[src/rtl/i2c_req_arbiter.sv]
// Round-robin arbiter/sequencer sharing one I2C master among NREQ requesters.
// Optional watchdog on the WAIT state is compiled in with `define I2C_ARB_TIMEOUT_EN.
module i2c_req_arbiter #(
  parameter int unsigned NREQ        = 4,
  parameter int unsigned TIMEOUT_CYC = 50000
) (
  input  logic              clk,
  input  logic              rst_n,
  input  logic [NREQ-1:0]   req,
  input  logic [NREQ*7-1:0] req_addr,
  input  logic [NREQ-1:0]   req_rw,
  input  logic [NREQ*8-1:0] req_wdata,
  output logic [NREQ-1:0]   gnt,
  output logic [NREQ-1:0]   done,
  output logic              nack,
  output logic [7:0]        rdata,
  output logic              timeout,
  output logic              m_start,
  output logic [6:0]        m_addr,
  output logic              m_rw,
  output logic [7:0]        m_wdata,
  input  logic              m_busy,
  input  logic              m_done,
  input  logic              m_nack,
  input  logic [7:0]        m_rdata
);

  localparam int unsigned IW = $clog2(NREQ);

  if (NREQ < 2 || NREQ > 8 || TIMEOUT_CYC < 1) begin : g_param_check
    $error("i2c_req_arbiter: NREQ must be 2..8 and TIMEOUT_CYC at least 1");
  end

  typedef enum logic [1:0] {StIdle, StStart, StWait, StDone} state_e;

  state_e          state_q, state_d;
  logic [IW-1:0]   ptr_q, ptr_d, owner_q, owner_d;
  logic [NREQ-1:0] gnt_q, gnt_d, done_q, done_d;
  logic            nack_q, nack_d, m_start_q, m_start_d, m_rw_q, m_rw_d;
  logic [7:0]      rdata_q, rdata_d, m_wdata_q, m_wdata_d;
  logic [6:0]      m_addr_q, m_addr_d;

  logic            win_valid;
  logic [IW-1:0]   win_idx;
  int unsigned     idx;

`ifdef I2C_ARB_TIMEOUT_EN
  localparam int unsigned CW = $clog2(TIMEOUT_CYC + 1);
  logic [CW-1:0] cnt_q, cnt_d;
  logic          timeout_q, timeout_d;
`endif

  // First pending requester at or after the rotating pointer.
  always_comb begin
    win_valid = 1'b0;
    win_idx   = '0;
    idx       = 0;
    for (int unsigned i = 0; i < NREQ; i++) begin
      idx = (32'(ptr_q) + i) % NREQ;
      if (!win_valid && req[idx]) begin
        win_valid = 1'b1;
        win_idx   = IW'(idx);
      end
    end
  end

  always_comb begin
    state_d   = state_q;
    ptr_d     = ptr_q;
    owner_d   = owner_q;
    gnt_d     = gnt_q;
    done_d    = '0;
    nack_d    = nack_q;
    rdata_d   = rdata_q;
    m_start_d = 1'b0;
    m_addr_d  = m_addr_q;
    m_rw_d    = m_rw_q;
    m_wdata_d = m_wdata_q;
`ifdef I2C_ARB_TIMEOUT_EN
    cnt_d     = cnt_q;
    timeout_d = timeout_q;
`endif
    case (state_q)
      StIdle: begin
        if (win_valid) begin
          gnt_d     = NREQ'(1) << win_idx;
          owner_d   = win_idx;
          m_addr_d  = req_addr[7*win_idx +: 7];
          m_rw_d    = req_rw[win_idx];
          m_wdata_d = req_wdata[8*win_idx +: 8];
          state_d   = StStart;
        end
      end
      StStart: begin
        if (!m_busy) begin
          m_start_d = 1'b1;
          state_d   = StWait;
`ifdef I2C_ARB_TIMEOUT_EN
          cnt_d     = '0;
`endif
        end
      end
      StWait: begin
        if (m_done) begin
          rdata_d = m_rdata;
          nack_d  = m_nack;
          done_d  = gnt_q;
          state_d = StDone;
`ifdef I2C_ARB_TIMEOUT_EN
          timeout_d = 1'b0;
        end else if (cnt_q == CW'(TIMEOUT_CYC - 1)) begin
          // Expiry on the TIMEOUT_CYC-th WAIT cycle; a coincident M_done wins above.
          rdata_d   = 8'h00;
          nack_d    = 1'b1;
          timeout_d = 1'b1;
          done_d    = gnt_q;
          state_d   = StDone;
        end else begin
          cnt_d = cnt_q + 1'b1;
`endif
        end
      end
      StDone: begin
        gnt_d   = '0;
        ptr_d   = (owner_q == IW'(NREQ - 1)) ? '0 : owner_q + 1'b1;
        state_d = StIdle;
      end
      default: state_d = StIdle;
    endcase
  end

  always_ff @(posedge clk or negedge rst_n) begin
    if (!rst_n) begin
      state_q   <= StIdle;
      ptr_q     <= '0;
      owner_q   <= '0;
      gnt_q     <= '0;
      done_q    <= '0;
      nack_q    <= 1'b0;
      rdata_q   <= 8'h00;
      m_start_q <= 1'b0;
      m_addr_q  <= 7'h00;
      m_rw_q    <= 1'b0;
      m_wdata_q <= 8'h00;
    end else begin
      state_q   <= state_d;
      ptr_q     <= ptr_d;
      owner_q   <= owner_d;
      gnt_q     <= gnt_d;
      done_q    <= done_d;
      nack_q    <= nack_d;
      rdata_q   <= rdata_d;
      m_start_q <= m_start_d;
      m_addr_q  <= m_addr_d;
      m_rw_q    <= m_rw_d;
      m_wdata_q <= m_wdata_d;
    end
  end

`ifdef I2C_ARB_TIMEOUT_EN
  always_ff @(posedge clk or negedge rst_n) begin
    if (!rst_n) begin
      cnt_q     <= '0;
      timeout_q <= 1'b0;
    end else begin
      cnt_q     <= cnt_d;
      timeout_q <= timeout_d;
    end
  end
  assign timeout = timeout_q;
`else
  assign timeout = 1'b0;
`endif

  assign gnt     = gnt_q;
  assign done    = done_q;
  assign nack    = nack_q;
  assign rdata   = rdata_q;
  assign m_start = m_start_q;
  assign m_addr  = m_addr_q;
  assign m_rw    = m_rw_q;
  assign m_wdata = m_wdata_q;

endmodule

[config.mk]
export PLATFORM = sky130hd
export DESIGN_NAME = i2c_req_arbiter
export DESIGN_NICKNAME = d
export VERILOG_FILES = /design/src/rtl/i2c_req_arbiter.sv
export SDC_FILE = /design/constraint.sdc
export NUM_CORES = 1
export LEC_CHECK = 0
export CAP_MARGIN = 20
export CORE_MARGIN = 2
export CORE_UTILIZATION = 36
export CTS_CLUSTER_SIZE = 12
export DETAILED_ROUTE_END_ITERATION = 10
export PLACE_DENSITY = 0.88
export SYNTH_ARGS = -nofsm -noshare
export SYNTH_HDL_FRONTEND = slang
export SYNTH_SLANG_ARGS = --single-unit
export TNS_END_PERCENT = 5
[constraint.sdc]
create_clock -name clk -period 1.75 [get_ports clk]
set_input_delay 0.525 -clock clk [delete_from_list [all_inputs] [get_ports clk]]
set_output_delay 0.525 -clock clk [all_outputs]
set_load 0.02 [all_outputs]
# --- After elaboration in Yosys (flattened, before gate mapping) ---
# Index checks and enable logic that the tools add are counted.
word_totals:
  reg_bits: 40
  inputBits: 81
  output_inout_bits: 35
  word_cells: 72
op_classes:
  n_addsub: 4
  mul: 1
  order_cmp: 5
  n_eq_ne: 7
  shifts: 3
  mux: 29
  n_reduce_logical: 12
ops:
  columns: ["cell", "count"]
  rows:
  - ["indexed part select 32 x 6 -> 8 bit", 1]
  - ["indexed part select 28 x 6 -> 7 bit", 1]
  - ["2-to-1 mux 2 bit", 8]
  - ["less-than comparator 2 x 3 -> 1 bit, second input constant", 5]
  - ["2-to-1 mux 4 bit", 3]
  - ["2-to-1 mux 1 bit", 11]
  - ["binary-select mux 1 bit (select 2 bit)", 5]
  - ["case mux 2 bit (4 select lines)", 1]
  - ["case mux 4 bit (2 select lines)", 1]
  - ["equality test 2 bit, second input constant", 3]
  - ["inequality test 2 bit, second input constant", 3]
  - ["AND reduction 2 bit", 3]
  - ["multiplier 3 x 2 -> 5 bit, first input constant", 1]
  - ["adder 2 x 1 -> 2 bit, second input constant", 2]
  - ["adder 2 bit, second input constant", 2]
  - ["left shift 1 x 2 -> 4 bit, first input constant", 1]
  - ["logical AND 1 bit", 3]
  - ["zero test 1 bit", 3]
  - ["AND reduction 3 bit", 1]
  - ["equality test 2 x 1 -> 1 bit, second input constant", 1]
  - ["zero test 2 bit", 1]
  - ["nonzero test 2 bit", 1]

# --- Logic depth before layout (Yosys ltp) ---
# Gate-level depths: netlist (run 1).
logic_depth:
  ltp_word: 15
  mapped_depth: 8
  mapped_depth_nobuf: 5

# --- Worst setup path after synthesis (run 1) ---
# Ideal clock, no wire load.
synth_timing:
  path_type: "reg2reg"
  startpoint: "register state_q[0]"
  endpoint: "register m_addr_q[6] (netlist: m_addr[6])"
  setup_time_ns: 0.082
  arrival_ns: 1.630
  t_required_ns: 1.668
  path_slack_ns: 0.037
  path_stages_with_launch: 8
  n_path_buf: 2
  path_cell_list: "dfrtp_1 inv_1 ha_1 clkbuf_1 nor2b_1 clkbuf_1 nor2_1 o22ai_1"
synth_between:
  elab_chain_len: 2
synth_lines:
  columns: ["element", "line_no", "source"]
  rows:
  - ["start, declared", "36", "state_e state_q, state_d;"]
  - ["start signal, assigned", "134", "state_q <= StIdle;"]
  - ["start signal, assigned", "146", "state_q <= state_d;"]
  - ["zero test 2 bit", "83", "case (state_q)"]
  - ["AND reduction 2 bit (no source line)", null, null]
  - ["end signal, assigned", "154", "m_addr_q <= m_addr_d;"]
  - ["end, declared", "41", "logic [6:0] m_addr_q, m_addr_d;"]
# No other way between the ends.
# A chain may end at the register's enable or synchronous reset.

# --- Worst setup path in the final report (run 1) ---
layout_timing:
  startpoint: "register ptr_q[0]"
  endpoint: "register m_addr_q[3] (netlist: m_addr[3])"
layout_between:
  elab_chain_len: 14
  word_cells_on_any_way: 28
  cone_classes: "add/sub: 3; mul: 1; shift: 1; mux: 16; reduce/logical: 7"
layout_lines:
  columns: ["element", "line_no", "source"]
  rows:
  - ["start, declared", "37", "logic [IW-1:0] ptr_q, ptr_d, owner_q, owner_d;"]
  - ["start signal, assigned", "147", "ptr_q <= ptr_d;"]
  - ["parallel branches: the longest is 14 deep, another holds multiplier 3 x 2 -> 5 bit", null, null]
# Several ways; the timed one is not identified. The select of a mux whose other input is x is not followed.

==> impl_metrics.ini, run 1 <==
[synthesis]
ys_warn_count = 0
synth_top_family_by_area = compound AO/OA/AOI/OAI gates
synth_top_area_share_pct = 46.0
netlist_instances = 210
synth_edf_count = 0
synth_cell_types = 35
synth_most_common_cell = dfrtp_1
synthArstFlopShare_pct = 100
synth-seq-cells = 40
yosys.area_share.simple_pct = 9.30
synth.largest_area_cell = dfrtp_1
synth_xor_area_share_pct = 0
ys.flop_type = dfrtp_1
syn_nets = 296
synthTopCellsByCount = dfrtp_1 (40), o21ai_0 (23), nor2_1 (20)
syn_area_um2 = 2180
yosysSeqAreaShare_pct = 46.0
synth.area.top_cells = dfrtp_1 (46%), mux2i_1 (7.4%), a221oi_1 (6.4%), o21ai_0 (5.3%), mux2_2 (5.2%)
syn_area_per_cell_um2 = 10.4
synth.area.mux_share_pct = 12.5
synth-adder-area-share_pct = 2.87
synth_compound_area_share_pct = 23.3

[cts]
ctsHoldBuffers = 0
clk_path_buf_depth = 2
clkSinkCount = 40
root_buffer = clkbuf_8
cts_made_buffers = 5
cts_tree = done
clock_latency_ps = 280
clk_pin_slew_worst_paths_ps = 70
htree_levels = 2

[critical_path]
cp_max_fo = 8
crit_path_cell_trace = nand2b_4 > buf_6 > a31oi_4 > o22ai_4 > a221oi_1 > o22ai_1
required_ps = 1920
crit_path_end_kind = flip-flop
critPathArrivalTime_ps = 1950
crit_type = flip-flop to flip-flop
path_delay_family = compound AO/OA/AOI/OAI gates
slowest_delay_ps = 420
worst_path_max_delay_cell = dfrtp_1
worst_setup_path_start_kind = flip-flop
cp_num_buf_inv = 1

[layout]
area.growth.synth_to_final_pct = 76.3
layout.cells.non_filler = 423
drive_above_1_share_pct = 19.8
final_util_pct = 65.3
nNetsFinal = 434
diodes = 0

[global_route]
grt_pass1_wl_um = 10400
grt_pass1_vias = 2182
gr-total-overflow = 0
grt_usage_pct = 20.6
antenna_found_initial = 0
grt_start_max_net_pins = 34

[worst_hold_path]
hp-class = input port to asynchronous set/reset pin

[power]
leakagePower_nw = 1.78
p_clk_share_pct = 9.8
power-per-cell-area_nw_per_um2 = 1500
fin_total_pwr_mw = 5.77
p_seq_share_pct = 28.6
ir_drop_mv = 0.735
p_sw_share_pct = 42.1
switching_power_mw = 2.43
power.share.combinational_pct = 61.5
p_int_mw = 3.34

[timing]
whs_ps = 161
fmax_mhz = 561
tns_ps = -169
setup_violations = 14
slew_viol_final = 0
fin_skew_ps = 6.03
hold_viol = 0
fin_crit_ps = 1780
rsz0062_at_grt = true
min_period_over_period_pct = 102
setup_ws_ps = -31.0

[route]
drtAntennaViolNets = 0
routedWlPerCell_um = 16.1
wirelength_um = 6800
drc = 0
drt_iter0_drc = 97
drt-pass1-iter-count = 4
vias = 2243
vias_per_cell = 5.30

[floorplan]
die_x_um = 81.8
core_um2 = 5890
start_util_pct = 37.0
num_io_pins = 116
rows = 28
die_h_um = 81.8
dieArea_um2 = 6690

[place]
dp_cells = 406
dp_hpwl_um = 4550
io_buffers = 114
gp_congestion = 0.756

[run_status]
violations = negative setup slack
status = finished with violations

[job]
cap_violations = 0
state kept, by name, summed over array words and instances (netlist names):
name and count:
ptr_q 2, gnt 4, nack 1, owner_q 2
m_addr 7, state_q 2, m_start 1, m_rw 1
rdata 8, done 4, m_wdata 8
worst register-to-register path, cell delays in order (launching register included):
cell	delay (ps)
dfrtp_1	420
nand2b_4	160
buf_6	120
a31oi_4	320
o22ai_4	220
a221oi_1	340
o22ai_1	110
power by group through the flow:
stage	sequential (mW)	combinational, mW	clock [mW]
6_report	1.65	3.55	0.566
5_1_grt	1.71	3.85	0.628
2_1_floorplan	2.02	1.56	0
4_1_cts	1.64	3.41	0.590
3_5_place_dp	1.67	3.36	0
3_3_place_gp	1.64	3.25	0
path summary, 6_finish.rpt:
| path | from | endpoint | slack [ps] | cells past startpoint |
|---|---|---|---|---|
| worst min-delay path | rst_n | rdata[0] | 160 | 1 |
| worst min register to register | rdata[1] | rdata[1] | 500 | 1 |
| worst max register to register | ptr_q[0] | m_addr[3] | -30 | 6 |
| worst max-delay path | ptr_q[0] | m_addr[3] | -30 | 6 |
| min in group clk | rdata[1] | rdata[1] | 500 | 1 |
| max in group asynchronous | rst_n | ptr_q[1] | 1110 | 2 |
repair_timing:
item | in CTS | in global routing
pin swaps | 8 | 11
cloned | 3 | 0
resized for setup | 45 | 23
setup endpoints to repair | 53 | 25
setup buffers | 5 | 2
layout make-up:
type                       instances  area [um^2]
inverter                           8         30.0
fill                             482         2040
sequential                        40         1000
clock inverter                     1         5.00
multi-input combinational        150         1200
clock buffer                       6         72.6
tap                               75         93.8
timing repair buffer             143         1440
layout by cell type, fill, tap and decap left out, drive strengths merged, types with 2 or more instances in the layout:
cell,synthesis,routed
a21oi,6,6
inv,8,8
o22ai,17,19
dlymetal6s2s,0,5
clkdlybuf4s15,0,3
ha,5,5
dfrtp,40,40
clkdlybuf4s50,0,75
mux2i,16,16
nand2b,4,4
dlygate4sd2,0,29
nor2,20,20
a22o,5,5
and3,4,4
nand2,8,8
clkbuf,4,7
mux2,10,10
o21ai,24,24
buf,10,29
a31oi,2,2
a221oi,16,16
nor2b,2,2
routing by layer:
layer  global-route usage (%)  up-vias  part of all wire (%)
li1                         -     1070                     -
met1                     24.9     1069                    41
met2                     35.5      100                    50
met3                     5.82        4                   8.3
met4                     5.83        0                  0.68
met5                        0        -                     0
cells by family after synthesis:
group,Yosys count
flops,40
mux,26
compound gates,75
fa+ha+maj,5
buf+inv,22
other cells,1
simple gates,41
per-stage QoR:
stage,setup slack [ps],cell area (um^2)
final,-31.0,3840
after global placement,-600,3540
after global routing,-146,3840
after detailed placement,-653,3540
after floorplan,37.3,2180
after CTS,4.32,3730
Power figures use the tool's default switching activity.
==> run 2: changes to the inputs <==
--- a/config.mk
+++ b/config.mk
@@ -11,6 +11,7 @@
 export CTS_CLUSTER_SIZE = 12
 export DETAILED_ROUTE_END_ITERATION = 10
 export PLACE_DENSITY = 0.88
+export SLEW_MARGIN = 25
 export SYNTH_ARGS = -nofsm -noshare
 export SYNTH_HDL_FRONTEND = slang
 export SYNTH_SLANG_ARGS = --single-unit
==> results of run 2 <==
Final layout, timing and power as in run 1 (identical DEF).
==> run 3: changes to the inputs <==
--- a/config.mk
+++ b/config.mk
@@ -8,6 +8,7 @@
 export CAP_MARGIN = 20
 export CORE_MARGIN = 2
 export CORE_UTILIZATION = 36
+export CTS_CLUSTER_DIAMETER = 80
 export CTS_CLUSTER_SIZE = 12
 export DETAILED_ROUTE_END_ITERATION = 10
 export PLACE_DENSITY = 0.88
==> results of run 3 <==
Final layout, timing and power as in run 1 (identical DEF).
